### src/rtl/parse_sampler.sv
// -----------------------------------------------------------------------------
// parse_sampler
//
// Rejection sampler that turns a squeezed XOF byte stream into polynomial
// coefficients. Words from the keccak output FIFO are appended to an 88-bit
// bit buffer, consumed LSB-first in 3-byte groups. Each group yields two
// 12-bit candidates, d1 and d2. A candidate is emitted only if it is below Q.
// The sampler stops after N coefficients have been handed off downstream.
//
// Parameters
//   Q            rejection bound (a candidate is accepted iff it is < Q)
//   N            coefficients per polynomial
//
// Ports
//   clk          clock; all state changes on the rising edge
//   rst          asynchronous, active-high reset
//   start        one-cycle pulse that begins a new polynomial from any state
//   in_word      64-bit XOF word presented by the keccak FIFO
//   in_ready     keccak FIFO is non-empty
//   gimme        FIFO read / squeeze request to keccak
//   coeff        accepted coefficient
//   coeff_idx    index of coeff within the polynomial (0..N-1)
//   coeff_valid  coeff/coeff_idx valid; held until coeff_ready
//   coeff_ready  downstream accepts coeff when high together with coeff_valid
//   done         N coefficients delivered; held until the next start
//   rej_cnt      (only with PARSE_STATS_EN) rejected candidates since start,
//                saturating at 0xFFFF
//
// Build option
//   PARSE_STATS_EN  adds the rej_cnt output and its counter.
// -----------------------------------------------------------------------------
module parse_sampler #(
    parameter int Q = 3329,
    parameter int N = 256
) (
    input  logic        clk,
    input  logic        rst,
    input  logic        start,
    input  logic [63:0] in_word,
    input  logic        in_ready,
    output logic        gimme,
    output logic [11:0] coeff,
    output logic [7:0]  coeff_idx,
    output logic        coeff_valid,
    input  logic        coeff_ready,
    output logic        done
`ifdef PARSE_STATS_EN
    ,
    output logic [15:0] rej_cnt
`endif
);

    localparam logic [11:0] Q_BOUND  = 12'(Q);
    localparam logic [7:0]  LAST_IDX = 8'(N - 1);

    typedef enum logic [2:0] {
        IDLE  = 3'd0,
        FILL  = 3'd1,
        EMIT1 = 3'd2,
        EMIT2 = 3'd3,
        DONE  = 3'd4
    } state_t;

    // Candidate acceptance rule.
    function automatic logic accepted(input logic [11:0] cand);
        return (cand < Q_BOUND);
    endfunction

    state_t      state;
    state_t      state_next;
    logic [87:0] bitbuf;
    logic [87:0] bitbuf_next;
    logic [6:0]  count;
    logic [6:0]  count_next;
    logic        pending;
    logic        pending_next;
    logic [11:0] d2;
    logic [11:0] d2_next;
    logic [11:0] coeff_next;
    logic [7:0]  coeff_idx_next;
    logic        coeff_valid_next;
    logic        done_next;
    logic        gimme_next;

    // Next-state, buffer and output computation.
    always_comb begin
        state_next       = state;
        bitbuf_next      = bitbuf;
        count_next       = count;
        pending_next     = pending;
        d2_next          = d2;
        coeff_next       = coeff;
        coeff_idx_next   = coeff_idx;
        coeff_valid_next = coeff_valid;
        done_next        = done;

        if (start) begin
            state_next       = FILL;
            bitbuf_next      = 88'd0;
            count_next       = 7'd0;
            pending_next     = 1'b0;
            coeff_idx_next   = 8'd0;
            coeff_valid_next = 1'b0;
            done_next        = 1'b0;
        end else begin
            case (state)
                IDLE: begin
                    state_next = IDLE;
                end
                FILL: begin
                    if (pending) begin
                        // The FIFO presents the word one cycle after the read;
                        // new bits land directly above the bits still buffered.
                        bitbuf_next  = bitbuf | ({24'd0, in_word} << count);
                        count_next   = count + 7'd64;
                        pending_next = 1'b0;
                    end else if (count >= 7'd24) begin
                        // Bottom 24 bits are b0,b1,b2: d1 = b1[3:0]:b0, d2 = b2:b1[7:4].
                        d2_next     = bitbuf[23:12];
                        bitbuf_next = bitbuf >> 7'd24;
                        count_next  = count - 7'd24;
                        state_next  = EMIT1;
                        if (accepted(bitbuf[11:0])) begin
                            coeff_next       = bitbuf[11:0];
                            coeff_valid_next = 1'b1;
                        end else begin
                            coeff_valid_next = 1'b0;
                        end
                    end else begin
                        // gimme is high here; an empty FIFO makes it a squeeze only.
                        pending_next = gimme & in_ready;
                    end
                end
                EMIT1: begin
                    if (coeff_valid && !coeff_ready) begin
                        state_next = EMIT1;
                    end else if (coeff_valid && (coeff_idx == LAST_IDX)) begin
                        // Final coefficient taken: d2 is dropped.
                        state_next       = DONE;
                        coeff_valid_next = 1'b0;
                        done_next        = 1'b1;
                    end else begin
                        if (coeff_valid) begin
                            coeff_idx_next = coeff_idx + 8'd1;
                        end else begin
                            coeff_idx_next = coeff_idx;
                        end
                        state_next = EMIT2;
                        if (accepted(d2)) begin
                            coeff_next       = d2;
                            coeff_valid_next = 1'b1;
                        end else begin
                            coeff_valid_next = 1'b0;
                        end
                    end
                end
                EMIT2: begin
                    if (coeff_valid && !coeff_ready) begin
                        state_next = EMIT2;
                    end else if (coeff_valid && (coeff_idx == LAST_IDX)) begin
                        state_next       = DONE;
                        coeff_valid_next = 1'b0;
                        done_next        = 1'b1;
                    end else begin
                        if (coeff_valid) begin
                            coeff_idx_next = coeff_idx + 8'd1;
                        end else begin
                            coeff_idx_next = coeff_idx;
                        end
                        coeff_valid_next = 1'b0;
                        state_next       = FILL;
                    end
                end
                DONE: begin
                    state_next = DONE;
                    done_next  = 1'b1;
                end
                default: begin
                    state_next       = IDLE;
                    coeff_valid_next = 1'b0;
                    done_next        = 1'b0;
                end
            endcase
        end

        // Registered request: raised whenever the next cycle is a FILL cycle
        // that still lacks a full group and has no read in flight.
        gimme_next = (state_next == FILL) && (count_next < 7'd24) && !pending_next;
    end

    // State, buffer and registered outputs.
    always_ff @(posedge clk or posedge rst) begin
        if (rst) begin
            state       <= IDLE;
            bitbuf      <= 88'd0;
            count       <= 7'd0;
            pending     <= 1'b0;
            d2          <= 12'd0;
            gimme       <= 1'b0;
            coeff       <= 12'd0;
            coeff_idx   <= 8'd0;
            coeff_valid <= 1'b0;
            done        <= 1'b0;
        end else begin
            state       <= state_next;
            bitbuf      <= bitbuf_next;
            count       <= count_next;
            pending     <= pending_next;
            d2          <= d2_next;
            gimme       <= gimme_next;
            coeff       <= coeff_next;
            coeff_idx   <= coeff_idx_next;
            coeff_valid <= coeff_valid_next;
            done        <= done_next;
        end
    end

`ifdef PARSE_STATS_EN
    // An EMIT cycle with coeff_valid low means the candidate just evaluated
    // was rejected (a rejected candidate spends exactly one cycle there).
    logic reject_evt;
    assign reject_evt = ((state == EMIT1) || (state == EMIT2)) && !coeff_valid;

    // Saturating rejection counter, cleared by start.
    always_ff @(posedge clk or posedge rst) begin
        if (rst) begin
            rej_cnt <= 16'd0;
        end else if (start) begin
            rej_cnt <= 16'd0;
        end else if (reject_evt && (rej_cnt != 16'hFFFF)) begin
            rej_cnt <= rej_cnt + 16'd1;
        end else begin
            rej_cnt <= rej_cnt;
        end
    end
`endif

endmodule

### config.mk
export PLATFORM = sky130hd
export DESIGN_NAME = parse_sampler
export DESIGN_NICKNAME = d
export VERILOG_FILES = /design/src/rtl/parse_sampler.sv
export SDC_FILE = /design/constraint.sdc
export NUM_CORES = 1
export LEC_CHECK = 0
export CORE_MARGIN = 8
export CORE_UTILIZATION = 57
export CTS_CLUSTER_DIAMETER = 50
export DETAILED_ROUTE_END_ITERATION = 8
export PLACE_DENSITY = 0.81
export SYNTH_ARGS = -nofsm -noshare
export SYNTH_HDL_FRONTEND = slang
export SYNTH_SLANG_ARGS = --single-unit
### constraint.sdc
create_clock -name clk -period 5.1 [get_ports clk]
set_input_delay 1.02 -clock clk [delete_from_list [all_inputs] [get_ports clk]]
set_output_delay 1.02 -clock clk [all_outputs]
set_load 0.02 [all_outputs]
Word-level counts from Yosys, hierarchy flattened
Index checks and enable logic that the tools add are counted.
{ "totals": {"register_bits": 134, "input_bits": 69, "out_inout_bits": 23, "wordCells": 110} }
{ "op_classes": {"add_sub_neg": 3, "order_cmp": 4, "eq_ne": 22, "shifts": 1, "muxes": 45, "bitwise_logic": 4, "reduce_logical": 21} }
{ "ops": {"columns": ["op", "n"], "rows": [
  ["$mux W88", 4],
  ["$or A88 B88 Y88", 1],
  ["$shl A64 B7 Y88", 1],
  ["$mux W12", 6],
  ["$mux W8", 5],
  ["$mux W7", 4],
  ["$lt A12 B12 Y1 const B", 2],
  ["$pmux W12 S2", 1],
  ["$mux W3", 7],
  ["$ne A2 B2 Y1 const B", 8],
  ["$mux W1", 15],
  ["$ne A3 B3 Y1 const B", 5],
  ["$pmux W3 S4", 1],
  ["$add A8 B1 Y8 const B", 1],
  ["$eq A8 B8 Y1 const B", 1],
  ["$reduce_and A4 Y1", 2],
  ["$reduce_and A8 Y1", 1],
  ["$reduce_bool A2 Y1", 4],
  ["$add A7 B7 Y7 const B", 1],
  ["$ge A7 B5 Y1 const B", 1],
  ["$lt A7 B5 Y1 const B", 1],
  ["$sub A7 B5 Y7 const B", 1],
  ["$eq A3 B1 Y1 const B", 2],
  ["$eq A3 B2 Y1 const B", 2],
  ["other kinds (15)", 23]
]} }

Logic depth before layout (Yosys ltp)
Gate-level depths: netlist of run 1.
{ "logic_depth": {"word_depth": 9, "mapped_depth": 8, "mapped_depth_nobuf": 6} }

Least setup slack after synthesis of run 1
No wires, ideal clock.
{ "synth_timing": {"kind": "input -> register", "from": "input start", "to": "register bitbuf[68]", "setup_ps": 78, "arrival_ps": 2486, "required_time_ps": 5022, "slack_ps": 2536, "path_stages": 6, "path_buffers": 2, "cell_sequence": "clkbuf_1 -> inv_1 -> a22o_4 -> buf_6 -> or4_1 -> a21boi_1"} }
{ "synth_via": {"elab_chain_len": 2, "word_cells_on_any_way": 4, "classes_between": "mux: 1; reduce/logical: 3"} }
{ "synth_rtl": {"columns": ["item", "line_no", "text"], "rows": [
  ["from (decl)", "38", "input logic start,"],
  ["$reduce_bool A3 Y1 (no source line) / $reduce_bool A2 Y1 (equally long branches)", null, null],
  ["$reduce_and A2 Y1 (no source line)", null, null],
  ["to (signal assigned)", "206", "bitbuf <= bitbuf_next;"],
  ["to (decl)", "71", "logic [87:0] bitbuf;"]
]} }
Parallel ways exist; a longest one is shown, timed or not.
A chain may end at the register's enable or synchronous reset.

Worst setup path in the final report of run 1
{ "layout_timing": {"from": "input start", "to": "register bitbuf[33]"} }
Same word-level chain as after synthesis.

==> results of run 1 <==
==> worst register-to-register path, stage by stage (launching register included) <==
cell      delay, ns
dfrtp_1        0.85
clkinv_1       0.93
nand4_1        0.96
a21oi_1        0.11
a221o_1        0.29
==> kinds of logic after synthesis <==
| logic type | count (synthesis) | synth area share, % |
|---|---|---|
| and+or+nand+nor | 183 | 10.97 |
| buffers and inverters | 73 | 4.018 |
| adders and majority gates | 2 | 0.3139 |
| AOI/OAI and AO/OA | 247 | 21.61 |
| xor gates and xnor gates | 7 | 0.7691 |
| DFF | 131 | 41.12 |
| muxes | 142 | 21.19 |
==> layer usage <==
layer | up-vias | part of all wire [%] | track usage (%)
met3 | 54 | 10 | 6.844
met5 | - | 0 | 0
met1 | 3426 | 40 | 32.97
met2 | 432 | 47 | 39.32
met4 | 0 | 2.5 | 9.046
li1 | 3106 | - | -
==> report_power, final <==
group	switching, mW	internal (mW)	total (mW)
sequential	0.266	1.34	1.61
clock	0.446	0.829	1.28
combinational	1.14	0.851	2.00
total	1.86	3.02	4.88
==> state kept, by name, indices dropped and copies added (netlist names) <==
register     flops
state            3
coeff           12
d2              12
coeff_valid      1
pending          1
gimme            1
done             1
coeff_idx        8
bitbuf          88
count            4
==> cell type report <==
type                       count  area [um^2]
clock buffer                  23        457.9
clock inverter                 9        153.9
fill                        1020         4208
inverter                       5        21.27
multi-input combinational    581         4394
sequential                   131         3284
tap                          180        225.2
timing repair buffer         105         1028
==> cells in the mapped netlist, drive strengths merged (16+ instances only) <==
master,instances,share of area (%)
clkbuf,42,2.0
a22oi,55,5.2
mux2,74,10
a222oi,16,2.0
a21oi,32,2.1
buf,26,1.8
mux2i,54,6.8
nand2,71,3.3
dfrtp,131,41
o21ai,82,5.1
nor2,45,2.1
==> final timing paths <==
| path | startpoint | endpoint | slack (ns) |
|---|---|---|---|
| min in group asynchronous | rst | coeff[7] | 1.22 |
| worst min-delay path | bitbuf[34] | bitbuf[34] | 0.48 |
| max in group asynchronous | rst | bitbuf[69] | 3.00 |
| worst max-delay path | start | bitbuf[33] | 1.83 |
| worst min register to register | bitbuf[34] | bitbuf[34] | 0.48 |
| worst max register to register | count[6] | bitbuf[52] | 1.85 |
==> results.py, run 1 <==
metrics = {
    "outcome": {
        "status": "finished, final reports clean",
    },
    "detailed_routing": {
        "totalWireLength_um": 22690,
        "vias": 7018,
        "dr.pass1.iters": 7,
        "routedWlPerCell_um": 21.94,
        "avgViaCountPerCell": 6.787,
        "drtIter0Drc": 997,
        "route.detailed.drc": 0,
        "ant_nets": 0,
    },
    "placed_design": {
        "dpl_cell_area_mm2": 0.008954,
        "dp_hpwl_um": 14930,
        "pre_cts_slack_ns": 1.574,
        "place.gp.congestion": 0.8506,
        "dp.cells": 1002,
        "io_buffers": 91,
    },
    "run": {
        "cap_violations": 0,
    },
    "critical_path": {
        "worst-path-buf-inv": 3,
        "slowest_stage": "nor3b_2",
        "arrival_ns": 3.60,
        "max_stage_delay_ns": 1.05,
        "start_kind": "primary input",
        "critPathTopFamily": "simple AND/OR/NAND/NOR gates",
        "cp-end-kind": "register",
        "crit_type": "primary input to register",
        "worstPathRequired_ns": 5.43,
        "crit_fanout": 20,
        "reg2reg_depth": 4,
        "path_cells": "clkdlybuf4s50_1, buf_4, inv_1, nand3_1, nor3b_2, a222oi_1, o21ai_0",
        "worst-path-stages": 7,
    },
    "grt": {
        "grt_usage_pct": 25.21,
        "grt_pass1_wl_um": 36710,
        "grt_max_degree": 91,
        "antenna_found_initial": 0,
        "grt_pass1_vias": 7013,
        "gr-total-overflow": 0,
    },
    "die": {
        "start_util_pct": 57.88,
        "die_w_um": 134.3,
        "boundaryPins": 92,
        "fp.dieH_um": 134.3,
        "rows": 43,
        "dieArea_mm2": 0.01802,
        "core_area_mm2": 0.01377,
    },
    "cells_and_area": {
        "finalNonFillerCells": 1034,
        "final_cell_mix": "dfrtp_1, clkdlybuf4s50_1, o21ai_0",
        "finalNetCount": 912,
        "drive_above_1_share_pct": 16.86,
        "final_common_cell": "dfrtp_1",
        "final_util_pct": 69.45,
        "design_area_mm2": 0.009565,
        "area_growth_pct": 20.00,
        "antenna_cells": 0,
    },
    "synthesis": {
        "async_reset_ff_share_pct": 100.0,
        "synth_ff_type": "dfrtp_1",
        "synthCells": 785,
        "syn_nets": 856,
        "synth_edf_count": 0,
        "yosys_register_bits": 131,
        "ys_warn_count": 0,
        "synth_cell_types": 56,
        "syn-cell-area_mm2": 0.007971,
        "syn_area_per_cell_um2": 10.15,
        "seq_area_frac_synth_pct": 41.12,
    },
    "clock_tree": {
        "clockBufferDepth": 2,
        "clock-sinks": 131,
        "ctsResizeCount": 0,
        "cts_tree": "yes",
        "cts_buffers": 17,
        "cts_hold_buffers": 0,
        "h-tree-depth": 4,
        "cts_setup_buffers": 0,
        "cts-root-buf": "clkbuf_16",
        "insertion_delay_ns": 0.42,
        "path_clk_slew_ns": 0.06,
    },
    "timing": {
        "setup_violations": 0,
        "fmax_mhz": 305.4,
        "worst_hold_slack_ns": 0.4840,
        "layout_min_cycle_time_ns": 3.275,
        "worst_pin_slew_ns": 1.239,
        "finalCritPeriodShare_pct": 64.21,
        "fin_skew_ns": 0.007459,
        "fin_setup_tns_ns": 0,
        "hold_viol": 0,
        "slew_headroom_pct": 17.01,
        "worst_slack_ns": 1.825,
        "drv_slew": 0,
        "rsz0062_at_grt": "no",
    },
    "power": {
        "p_total_mw": 4.877,
        "power_density_mw_per_mm2": 509.9,
        "max-vdd-ir-drop_v": 0.0003027,
        "leakagePower_nw": 3.921,
    },
    "hold_path": {
        "whs_path_depth": 2,
        "min_path_type": "register to register",
    },
}
No activity file was read; power rests on OpenSTA's default activity.
==> run 2: changes to the inputs <==
- clock period: 5.1 -> 3.3 ns (I/O delays scaled with it)
==> results.py, run 2 (same netlist as run 1, synthesis figures left out) <==
metrics = {
    "cells_and_area": {
        "final_cell_mix": "dfrtp_1, clkdlybuf4s50_1, o21ai_0",
        "largest_reg_flops": 88,
        "area_growth_pct": 22.15,
        "top_regs": "bitbuf x88, coeff x12, d2 x12",
        "regMostFlops": "bitbuf",
        "drive_above_1_share_pct": 18.85,
        "design_area_mm2": 0.009737,
        "finalNonFillerCells": 1050,
        "final_common_cell": "dfrtp_1",
        "antenna_cells": 0,
        "finalNetCount": 928,
    },
    "critical_path": {
        "crit_fanout": 22,
        "critPathTopFamily": "compound AO/OA/AOI/OAI gates",
        "start_kind": "register",
        "arrival_ns": 2.95,
        "cp-end-kind": "register",
        "worstPathRequired_ns": 3.60,
        "path_cells": "ha_1, a2111oi_4, nor2_1, a21oi_4, buf_4, a32o_1, and4bb_2",
        "max_stage_delay_ns": 0.61,
        "slowest_stage": "a2111oi_4",
        "worst-path-buf-inv": 1,
        "crit_type": "register to register",
    },
    "grt": {
        "grt_pass1_vias": 7062,
        "grt_usage_pct": 25.53,
        "gr-total-overflow": 0,
        "antenna_found_initial": 0,
        "grt_max_degree": 85,
        "grt_pass1_wl_um": 37160,
    },
    "power": {
        "max-vdd-ir-drop_v": 0.0004314,
        "power_density_mw_per_mm2": 780.1,
        "leakagePower_nw": 4.007,
    },
    "clock_tree": {
        "cts_buffers": 17,
        "ctsResizeCount": 0,
        "cts_setup_buffers": 0,
        "cts_tree": "yes",
        "clockBufferDepth": 2,
        "cts-root-buf": "clkbuf_16",
        "insertion_delay_ns": 0.42,
        "h-tree-depth": 4,
        "clock-sinks": 131,
        "path_clk_slew_ns": 0.06,
        "cts_hold_buffers": 0,
    },
    "placed_design": {
        "dpl_cell_area_mm2": 0.009125,
        "place.gp.congestion": 0.8650,
        "io_buffers": 91,
        "dp_hpwl_um": 15520,
        "dp.cells": 1018,
    },
    "detailed_routing": {
        "vias": 7037,
        "routedWlPerCell_um": 21.91,
        "route.detailed.drc": 0,
        "dr.pass1.iters": 6,
        "drtIter0Drc": 974,
        "ant_nets": 0,
        "avgViaCountPerCell": 6.702,
        "totalWireLength_um": 23010,
    },
    "timing": {
        "fin_setup_tns_ns": 0,
        "worst_hold_slack_ns": 0.4828,
        "worst_pin_slew_ns": 0.8137,
        "fin_skew_ns": 0.009141,
        "layout_min_cycle_time_ns": 2.648,
        "rsz0062_at_grt": "no",
        "fmax_mhz": 377.7,
        "finalCritPeriodShare_pct": 80.23,
        "drv_slew": 0,
        "setup_violations": 0,
        "hold_viol": 0,
        "slew_headroom_pct": 45.64,
    },
    "die": {
        "core_area_mm2": 0.01377,
        "die_w_um": 134.3,
        "dieArea_mm2": 0.01802,
        "fp.dieH_um": 134.3,
        "rows": 43,
        "start_util_pct": 57.88,
        "boundaryPins": 92,
    },
    "outcome": {
        "status": "finished, final reports clean",
    },
    "run": {
        "cap_violations": 0,
    },
    "hold_path": {
        "min_path_type": "register to register",
    },
}
run 2: final cells by class:
cell class                      instances  area [um^2]
Sequential cell                       131         3284
Fill cell                            1023         4036
Inverter                                5        22.52
Multi-Input combinational cell        581         4394
Clock buffer                           20        456.7
Timing Repair Buffer                  121         1199
Clock inverter                         12        155.1
Tap cell                              180        225.2
run 2: worst paths after layout:
| check | cells past startpoint | startpoint | to | slack [ns] |
|---|---|---|---|---|
| min reg2reg | 2 | bitbuf[40] | bitbuf[40] | 0.48 |
| max reg2reg | 7 | count[3] | gimme | 0.65 |
| min | 2 | bitbuf[40] | bitbuf[40] | 0.48 |
| min in group asynchronous | 2 | rst | bitbuf[79] | 0.74 |
| max in group asynchronous | 3 | rst | count[5] | 1.83 |
| max | 7 | count[3] | gimme | 0.65 |
run 2: tightest hold or removal path: cells and delay by family (launching register included):
| kind | cells | cell delay (ns) |
|---|---|---|
| flip-flops | 1 | 0.34 |
| AO/OA/AOI/OAI | 1 | 0.06 |
| AND/OR/NAND/NOR | 1 | 0.05 |
run 2: stage by stage:
stage	util, %	power [mW]	worst slack, ns
6_report	70.69	7.596	0.6523
5_1_grt	70.69	7.962	0.5254
4_1_cts	70.69	7.548	0.6892
3_5_place_dp	66.25	5.589	0.6803
3_3_place_gp	66.25	5.473	0.7504
2_1_floorplan	-	4.641	1.017
run 2: layer usage:
metal | wire (um) | GRT usage (%) | part of all wire [%]
met1 | 9327 | 33.62 | 41
met2 | 10630 | 39.65 | 46
met3 | 2199 | 5.797 | 9.6
met4 | 855 | 10.79 | 3.7
met5 | 0 | 0 | 0
run 2: where the power goes:
part	internal (mW)	switching [mW]
clock	1.23	0.711
combinational	1.39	1.81
sequential	2.07	0.383
